[config.mk]
export PLATFORM = sky130hd
export DESIGN_NAME = sha256_message_padder
export DESIGN_NICKNAME = d
export VERILOG_FILES = /design/src/rtl/sha256_message_padder.sv
export SDC_FILE = /design/constraint.sdc
export NUM_CORES = 1
export LEC_CHECK = 0
export ABC_AREA = 1
export CORE_MARGIN = 2
export CORE_UTILIZATION = 30
export DETAILED_ROUTE_END_ITERATION = 6
export GPL_ROUTABILITY_DRIVEN = 0
export SLEW_MARGIN = 25
export SYNTH_ARGS = -nofsm -noshare
export SYNTH_HDL_FRONTEND = slang
export SYNTH_SLANG_ARGS = --single-unit
[constraint.sdc]
create_clock -name clk -period 4.7 [get_ports clk]
set_input_delay 0.94 -clock clk [delete_from_list [all_inputs] [get_ports clk]]
set_output_delay 0.94 -clock clk [all_outputs]
set_load 0.05 [all_outputs]
[src/rtl/sha256_message_padder.sv]
// sha256_message_padder
//   Turns a 32-bit message word stream into padded 512-bit SHA-256 blocks.
//   It adds the 0x80 marker byte, the zero fill and the 64-bit big-endian
//   message bit length, so the hashing engine downstream only ever sees
//   complete blocks.
//
// Ports
//   clk             clock
//   sync_rst        synchronous active-high reset
//   data_in         message word, byte 0 in [31:24]
//   data_in_nbytes  valid bytes in the last word (0..4, 5..7 read as 4)
//   data_in_last    final word of the message
//   data_in_valid   input word valid
//   data_in_ready   word accepted this cycle (high only while collecting)
//   data_out        padded block, word 0 in [511:480], word 15 in [31:0]
//   data_out_last   final block of the message
//   data_out_valid  block valid
//   data_out_ready  downstream accepts the block
//
// State | meaning
//   COLLECT | accepting message words into blk[idx]
//   PAD     | message complete, writing marker / zero fill / length
//   EMIT    | presenting blk downstream, waiting for data_out_ready
module sha256_message_padder #(
  parameter int BYTECNTWIDTH = 32,
  parameter int BLOCKWIDTH   = 512
) (
  input  logic                  clk,
  input  logic                  sync_rst,
  input  logic [31:0]           data_in,
  input  logic [2:0]            data_in_nbytes,
  input  logic                  data_in_last,
  input  logic                  data_in_valid,
  output logic                  data_in_ready,
  output logic [BLOCKWIDTH-1:0] data_out,
  output logic                  data_out_last,
  output logic                  data_out_valid,
  input  logic                  data_out_ready
);

  if (BLOCKWIDTH != 512) begin : g_bad_width
    $error("sha256_message_padder: BLOCKWIDTH must be 512");
  end

  typedef enum logic [1:0] {COLLECT, PAD, EMIT} state_t;

  state_t                  state, state_nxt;
  logic [31:0]             blk [16];
  logic [3:0]              idx;
  logic [BYTECNTWIDTH-1:0] byte_cnt;
  logic                    pad_placed;
  logic                    tail;
  logic                    final_blk;

  logic                    accept;
  logic [2:0]              nb;
  logic [63:0]             bit_len;
  logic                    wr_en;
  logic [31:0]             wr_data;
  logic                    len_wr;

  assign accept  = data_in_valid & (state == COLLECT);
  assign nb      = (data_in_nbytes > 3'd4) ? 3'd4 : data_in_nbytes;
  assign bit_len = 64'({byte_cnt, 3'b000});

  // Keep the first n bytes of the last word, put the 0x80 marker right
  // behind them and zero the rest.
  function automatic logic [31:0] last_word(input logic [31:0] w, input logic [2:0] n);
    case (n)
      3'd0:    return 32'h8000_0000;
      3'd1:    return {w[31:24], 24'h80_0000};
      3'd2:    return {w[31:16], 16'h8000};
      3'd3:    return {w[31:8], 8'h80};
      default: return w;
    endcase
  endfunction

  // State register
  always_ff @(posedge clk) begin
    if (sync_rst) state <= COLLECT;
    else          state <= state_nxt;
  end

  // Next-state logic
  always_comb begin
    state_nxt = state;
    case (state)
      COLLECT: if (accept) begin
        if (idx == 4'd15)      state_nxt = EMIT;
        else if (data_in_last) state_nxt = PAD;
      end
      PAD: if ((pad_placed && idx == 4'd14) || idx == 4'd15) state_nxt = EMIT;
      EMIT: if (data_out_ready) begin
        if (final_blk)  state_nxt = COLLECT;
        else if (tail)  state_nxt = PAD;
        else            state_nxt = COLLECT;
      end
      default: state_nxt = COLLECT;
    endcase
  end

  // Outputs
  always_comb begin
    data_in_ready  = (state == COLLECT);
    data_out_valid = (state == EMIT);
    data_out_last  = (state == EMIT) && final_blk;
    data_out       = '0;
    for (int i = 0; i < 16; i++) data_out[BLOCKWIDTH-1-32*i -: 32] = blk[i];
  end

  // Block write decode
  always_comb begin
    wr_en   = 1'b0;
    wr_data = '0;
    len_wr  = 1'b0;
    case (state)
      COLLECT: if (accept) begin
        wr_en   = 1'b1;
        wr_data = data_in_last ? last_word(data_in, nb) : data_in;
      end
      PAD: begin
        if (!pad_placed) begin
          wr_en   = 1'b1;
          wr_data = 32'h8000_0000;
        end else if (idx == 4'd14) begin
          len_wr  = 1'b1;
        end else begin
          wr_en   = 1'b1;
        end
      end
      default: ;
    endcase
  end

  // Block storage has no reset; its contents are only meaningful once written.
  always_ff @(posedge clk) begin
    if (len_wr) begin
      blk[14] <= bit_len[63:32];
      blk[15] <= bit_len[31:0];
    end else if (wr_en) begin
      blk[idx] <= wr_data;
    end
  end

  // Control registers
  always_ff @(posedge clk) begin
    if (sync_rst) begin
      idx        <= '0;
      byte_cnt   <= '0;
      pad_placed <= 1'b0;
      tail       <= 1'b0;
      final_blk  <= 1'b0;
    end else begin
      case (state)
        COLLECT: if (accept) begin
          idx <= idx + 4'd1;
          if (data_in_last) begin
            byte_cnt   <= byte_cnt + BYTECNTWIDTH'(nb);
            pad_placed <= (nb != 3'd4);
            tail       <= 1'b1;
          end else begin
            byte_cnt   <= byte_cnt + BYTECNTWIDTH'(4);
          end
        end
        PAD: begin
          if (!pad_placed) begin
            pad_placed <= 1'b1;
            idx        <= idx + 4'd1;
          end else if (idx == 4'd14) begin
            final_blk  <= 1'b1;
          end else begin
            idx        <= idx + 4'd1;
          end
        end
        EMIT: if (data_out_ready) begin
          idx <= '0;
          if (final_blk) begin
            byte_cnt   <= '0;
            tail       <= 1'b0;
            pad_placed <= 1'b0;
            final_blk  <= 1'b0;
          end
        end
        default: ;
      endcase
    end
  end

endmodule
Yosys cells after proc, flatten, opt, wreduce, memory -nomap -nowiden
Memories as Yosys holds them, arrays and structs flattened.
Cells that the tools add are included.
{"block": "totals", "wordCells": 95, "in_bits": 40, "ff_bits": 41, "mem_count": 1, "output_inout_bits": 515, "ram_bits": 512}
{"block": "op_classes", "addsub": 3, "bitwise": 1, "n_eq_ne": 17, "reduce_logical": 15, "order_cmp": 1, "muxes": 51}
{"name": "blk", "words": 16, "word_bits": 32, "read_ports": 16, "rd_clocked_by_memory_dff": 0, "wr": 2, "line_no": "48", "rtl": "logic [31:0] blk [16];"}
{"op": "32-bit 2-to-1 mux", "n": 8}
{"op": "32-bit case mux with 2 select lines", "n": 2}
{"op": "32-bit case mux with 4 select lines", "n": 1}
{"op": "32-bit by 3-bit adder with 32-bit output", "n": 1}
{"op": "32-bit by 3-bit adder with 32-bit output (second input constant)", "n": 1}
{"op": "32-bit OR reduction", "n": 1}
{"op": "1-bit 2-to-1 mux", "n": 23}
{"op": "4-bit 2-to-1 mux", "n": 5}
{"op": "4-bit AND reduction", "n": 4}
{"op": "4-bit case mux with 3 select lines", "n": 1}
{"op": "2-bit 2-to-1 mux", "n": 5}
{"op": "5-bit AND reduction", "n": 2}
{"op": "4-bit == test (second input constant)", "n": 2}
{"op": "2-bit != test (second input constant)", "n": 4}
{"op": "3-bit by 2-bit == test with 1-bit output (second input constant)", "n": 2}
{"op": "2-bit by 1-bit != test with 1-bit output (second input constant)", "n": 3}
{"op": "3-bit != test (second input constant)", "n": 2}
{"op": "1-bit case mux with 2 select lines", "n": 3}
{"op": "2-bit case mux with 3 select lines", "n": 1}
{"op": "4-bit by 1-bit adder with 4-bit output (second input constant)", "n": 1}
{"op": "2-bit nonzero test", "n": 2}
{"op": "3-bit by 1-bit == test with 1-bit output (second input constant)", "n": 1}
{"op": "3-bit greater-than comparator (second input constant)", "n": 1}
{"op": "3-bit zero test", "n": 1}
{"op": "other kinds (10)", "n": 11}

Longest topological paths before layout
{"block": "depth", "word_depth": 9, "ltp_mapped": 13, "mapped_depth_nobuf": 13}

Worst setup path after synthesis
No wires, ideal clock.
{"block": "synth_timing", "kind": "flip-flop to flip-flop", "start": "register state[0]", "end": "memory blk[2][0], enable pin", "required_ns": 4.239, "slack_ns": 0.438, "period_less_slack_ns": 4.262, "n_path_buf": 0, "arrival_time_ns": 3.801, "setup_ns": 0.461, "stages_incl_launch_ff": 7, "cell_sequence": "dfxtp_1 -> inv_1 -> ha_1 -> nand2_1 -> a21oi_4 -> inv_1 -> nor3_1"}
{"item": "start: declaration", "line_no": "47", "rtl": "state_t state, state_nxt;"}
{"item": "start signal: assignment", "line_no": "81", "rtl": "else state <= state_nxt;"}
{"item": "end: declaration", "line_no": "48"}

Worst setup path after layout
{"block": "layout_timing", "start": "register state[0]", "end": "output data_out_last"}
{"block": "layout_via", "elab_chain_cells": 2}
{"item": "2-bit == test", "line_no": "106", "rtl": "data_out_last = (state == EMIT) && final_blk;"}
{"item": "1-bit logical AND", "line_no": "106"}
{"item": "end: declaration", "line_no": "36", "rtl": "output logic data_out_last,"}
No other way between the ends.

==> results.md <==
- Count of input and output buffers: 554
- Num ports: 555
- Slowest CP cell: clkdlybuf4s50_1
- CTS tree: done
- Peak supply drop: 0.293 mV
- Crit start category: register
- Die Span X: 257 um
- FP Rows: 92
- CP max stage delay: 870 ps
- Ys Warns: 0
- Area of the multi-input gates: 2560 um2
- Initial antenna violation count: 6
- Worst Path Required: 3760 ps
- Sequential cell area: 16200 um2
- Maximum clock frequency: 286 MHz
- Slew Viols, Final: 0
- Synthesized area per cell: 15.9 um2
- WL met3: 4680 um
- Vias per cell: 4.57
- Skew-Pair Late Insertion Delay: 600 ps
- RSZ-0062 raised after global routing: no
- Post-Syn Instances: 1200
- Met2 WL: 34300 um
- Worst r2r src: idx[0]$_SDFFE_PP0P_
- Maxcap violations: 0
- Outcome: completed
- Vias in the first global route: 12200
- Setup violators final: 0
- Final setup TNS: 0 ps
- Initial Util: 0.303
- Worst clock skew: 22.8 ps
- Nature of the critical path endpoint: output pin
- Critical path class: reg -> out
- Core Area: 63100 um2
- Worst hold path type: reg -> reg
- Largest area contributor in the netlist: edfxtp_1
- Final ANT Viol Nets: 0
- Top sig layer: met5
- Hold Crit Start: state[1]$_SDFFE_PP0P_
- Share of cells above drive strength 1: 0.0859
- Residual DRC count: 0
- Crit path buffers/inverters: 3
- #FFs+latches synth: 553
- Synth top area cells: edfxtp_1 (80%), dfxtp_1 (4.3%), nand2_1 (3.8%)
- FF-to-FF path depth: 10
- Global-route wire length before repair: 92900 um
- Fin worst setup slack: 1210 ps
- Post-place setup slack: 907 ps
- Hold Vio Cnt, Final: 0
- Fillers: 5593
- Nets: 1872
- Net Count, Synth: 1253
- Synth unique cells: 37
- Layout area overhead: 45.6%
- Buffer count from post-CTS setup fixing: 0
- Drt first pass iters: 5
- Vias: 12400
- Hold EP: state[1]$_SDFFE_PP0P_
- Sequential share of the synthesized area: 0.847
- Slew @ Worst Pin: 982 ps
- Largest net degree at the start of global routing: 36
- DP Wirelength: 47600 um
- WL final: 67500 um
- R2R setup slack: 1780 ps
- CP Cell Sequence: inv_1, ha_1, nand2_1, inv_1, clkdlybuf4s50_1
- GRT Total Usage: 0.198
- Met1 Wirelength: 26100 um
- Clock-pin slew on the worst setup and hold paths: 60 ps
- Reg-to-reg endpoint: blk[15][4]$_DFFE_PP_
- Max FO, Critical Path: 8
- Crit path DAT: 2550 ps
- Die footprint: 65800 um2
- Slew margin rel.: 0.343
- Pleak: 9.63 nW
- Pwr dens: 437 nW/um2
- Clk buf depth: 3
- Avg WL per Cell: 24.9 um
- GR Overflow Total: 0
- Hold Path Cell Cnt: 2
- Die Ht: 257 um
- PostCTS Resize Cnt: 0
- CTS buffer count: 55
- Clock sinks: 553
- Post-layout minimum cycle time: 3490 ps
- Clock root cell: clkbuf_16
- Yosys top cell area share: 0.804
- Cell area after synthesis: 19100 um2
- CP dominant cell by count: inv_1
- Hold-fix buffers at CTS: 0
- H-tree levels: 2
- DRT iter0 DRCs: 1023
- Crit share post-route: 0.743
- Crit-path leading delay family: buffers and inverters
## sequential cells by signal (all words and copies together) (netlist names)
register / flops
final_blk: 1
byte_cnt: 32
tail: 1
pad_placed: 1
state: 2
blk: 512
idx: 4
## worst register-to-register path, delay by kind of cell, from the launching register on
family	cells	cell delay, ps
fa+ha+maj	1	200
simple gates	4	1010
compound gates	1	190
buf+inv	4	770
flops	1	390
## final cells by class
class / count / area share
well taps: 846 / 0.0380
clock inverters: 44 / 0.0162
repair buffers: 579 / 0.209
clock buffers: 57 / 0.0497
diodes: 5 / 0.000449
flip-flops and latches: 553 / 0.581
multi-input cells: 528 / 0.0917
inverters: 102 / 0.0137
## per-stage QoR
stage / hold WS [ps] / cell area (um2) / power (mW) / instances / utilization
CTS: 505 / 27800 / 12.3 / 2709 / 0.441
floorplan: 457 / 19100 / 7.03 / 1200 / -
finish: 518 / 27900 / 12.2 / 2714 / 0.442
global route: 511 / 27900 / 12.6 / 2712 / 0.442
global placement: 486 / 26000 / 7.77 / 2608 / 0.412
detailed placement: 495 / 26000 / 7.80 / 2608 / 0.412
## synth_stat cells
library cell and n:
nand3_4 1, a21boi_2 1, o21ai_2 2, edfxtp_1 512, dfxtp_1 41, nand2_1 193, inv_1 96, nand2_4 1
nand3b_1 1, buf_2 8, o21ai_1 7, o21bai_1 1, buf_6 1, or2_2 1, a21oi_4 1, a21oi_1 34
nor2_2 8, fa_1 1, inv_2 4, xor2_1 1, buf_4 5, nor2_1 132, a211oi_1 1, o21ai_0 46
a21oi_2 1, and2_1 1, ha_1 12, nor3b_1 3, nand3_1 54, buf_1 1, nor2_4 2, clkbuf_1 2
nand2_2 6, clkinv_1 2, nand3_2 2, nand4_1 3, nor3_1 12
## power by group
group / internal, mW / switching (mW) / total [mW]
combinational: 0.461 / 1.39 / 1.85
clock: 2.59 / 1.89 / 4.48
sequential: 5.74 / 0.109 / 5.85
## worst max-delay path by stage
stage	start	slack, ps	to	cells after the start
after floorplan	state[0]$_SDFFE_PP0P_	440	blk[2][0]$_DFFE_PP_	6
after global placement	data_in_last	950	blk[15][15]$_DFFE_PP_	8
after detailed placement	data_in_last	910	blk[7][24]$_DFFE_PP_	9
after CTS	state[0]$_SDFFE_PP0P_	1180	data_out_last	5
after global routing	state[0]$_SDFFE_PP0P_	1070	data_out_last	5
final	state[0]$_SDFFE_PP0P_	1210	data_out_last	5
## routing by layer
metal / GRT usage / up-vias
met5: 0 / -
li1: - / 5526
met3: 0.0436 / 122
met1: 0.239 / 6183
met2: 0.346 / 578
met4: 0.0719 / 2
## logic make-up (layout without fill, tap and decap cells)
logic type	Yosys count	count (layout)	synth area share
AOI/OAI and AO/OA	94	94	0.0264
buffers and inverters	119	782	0.0252
xor gates and xnor gates	1	1	0.000458
other	0	5	0
and+or+nand+nor	420	420	0.0925
DFF	553	553	0.847
adders and majority gates	13	13	0.00889
## layout by cell type (no fill, tap or decap), types with 4 or more instances in the layout
master / n
buf_4: 18
nand3_1: 54
buf_12: 7
clkinvlp_4: 5
clkinv_2: 10
o21ai_1: 6
a21oi_1: 33
clkinv_1: 14
bufinv_16: 8
clkdlybuf4s50_1: 554
nor2_4: 10
nor2_2: 8
nor3_1: 6
inv_1: 96
nor2_1: 124
nand2_1: 191
ha_1: 12
nor3_2: 6
clkinv_4: 5
diode_2: 5
nand2_2: 8
edfxtp_1: 512
inv_2: 4
dfxtp_1: 41
o21ai_0: 46
clkbuf_16: 55
(Power assumes the default switching activity.)
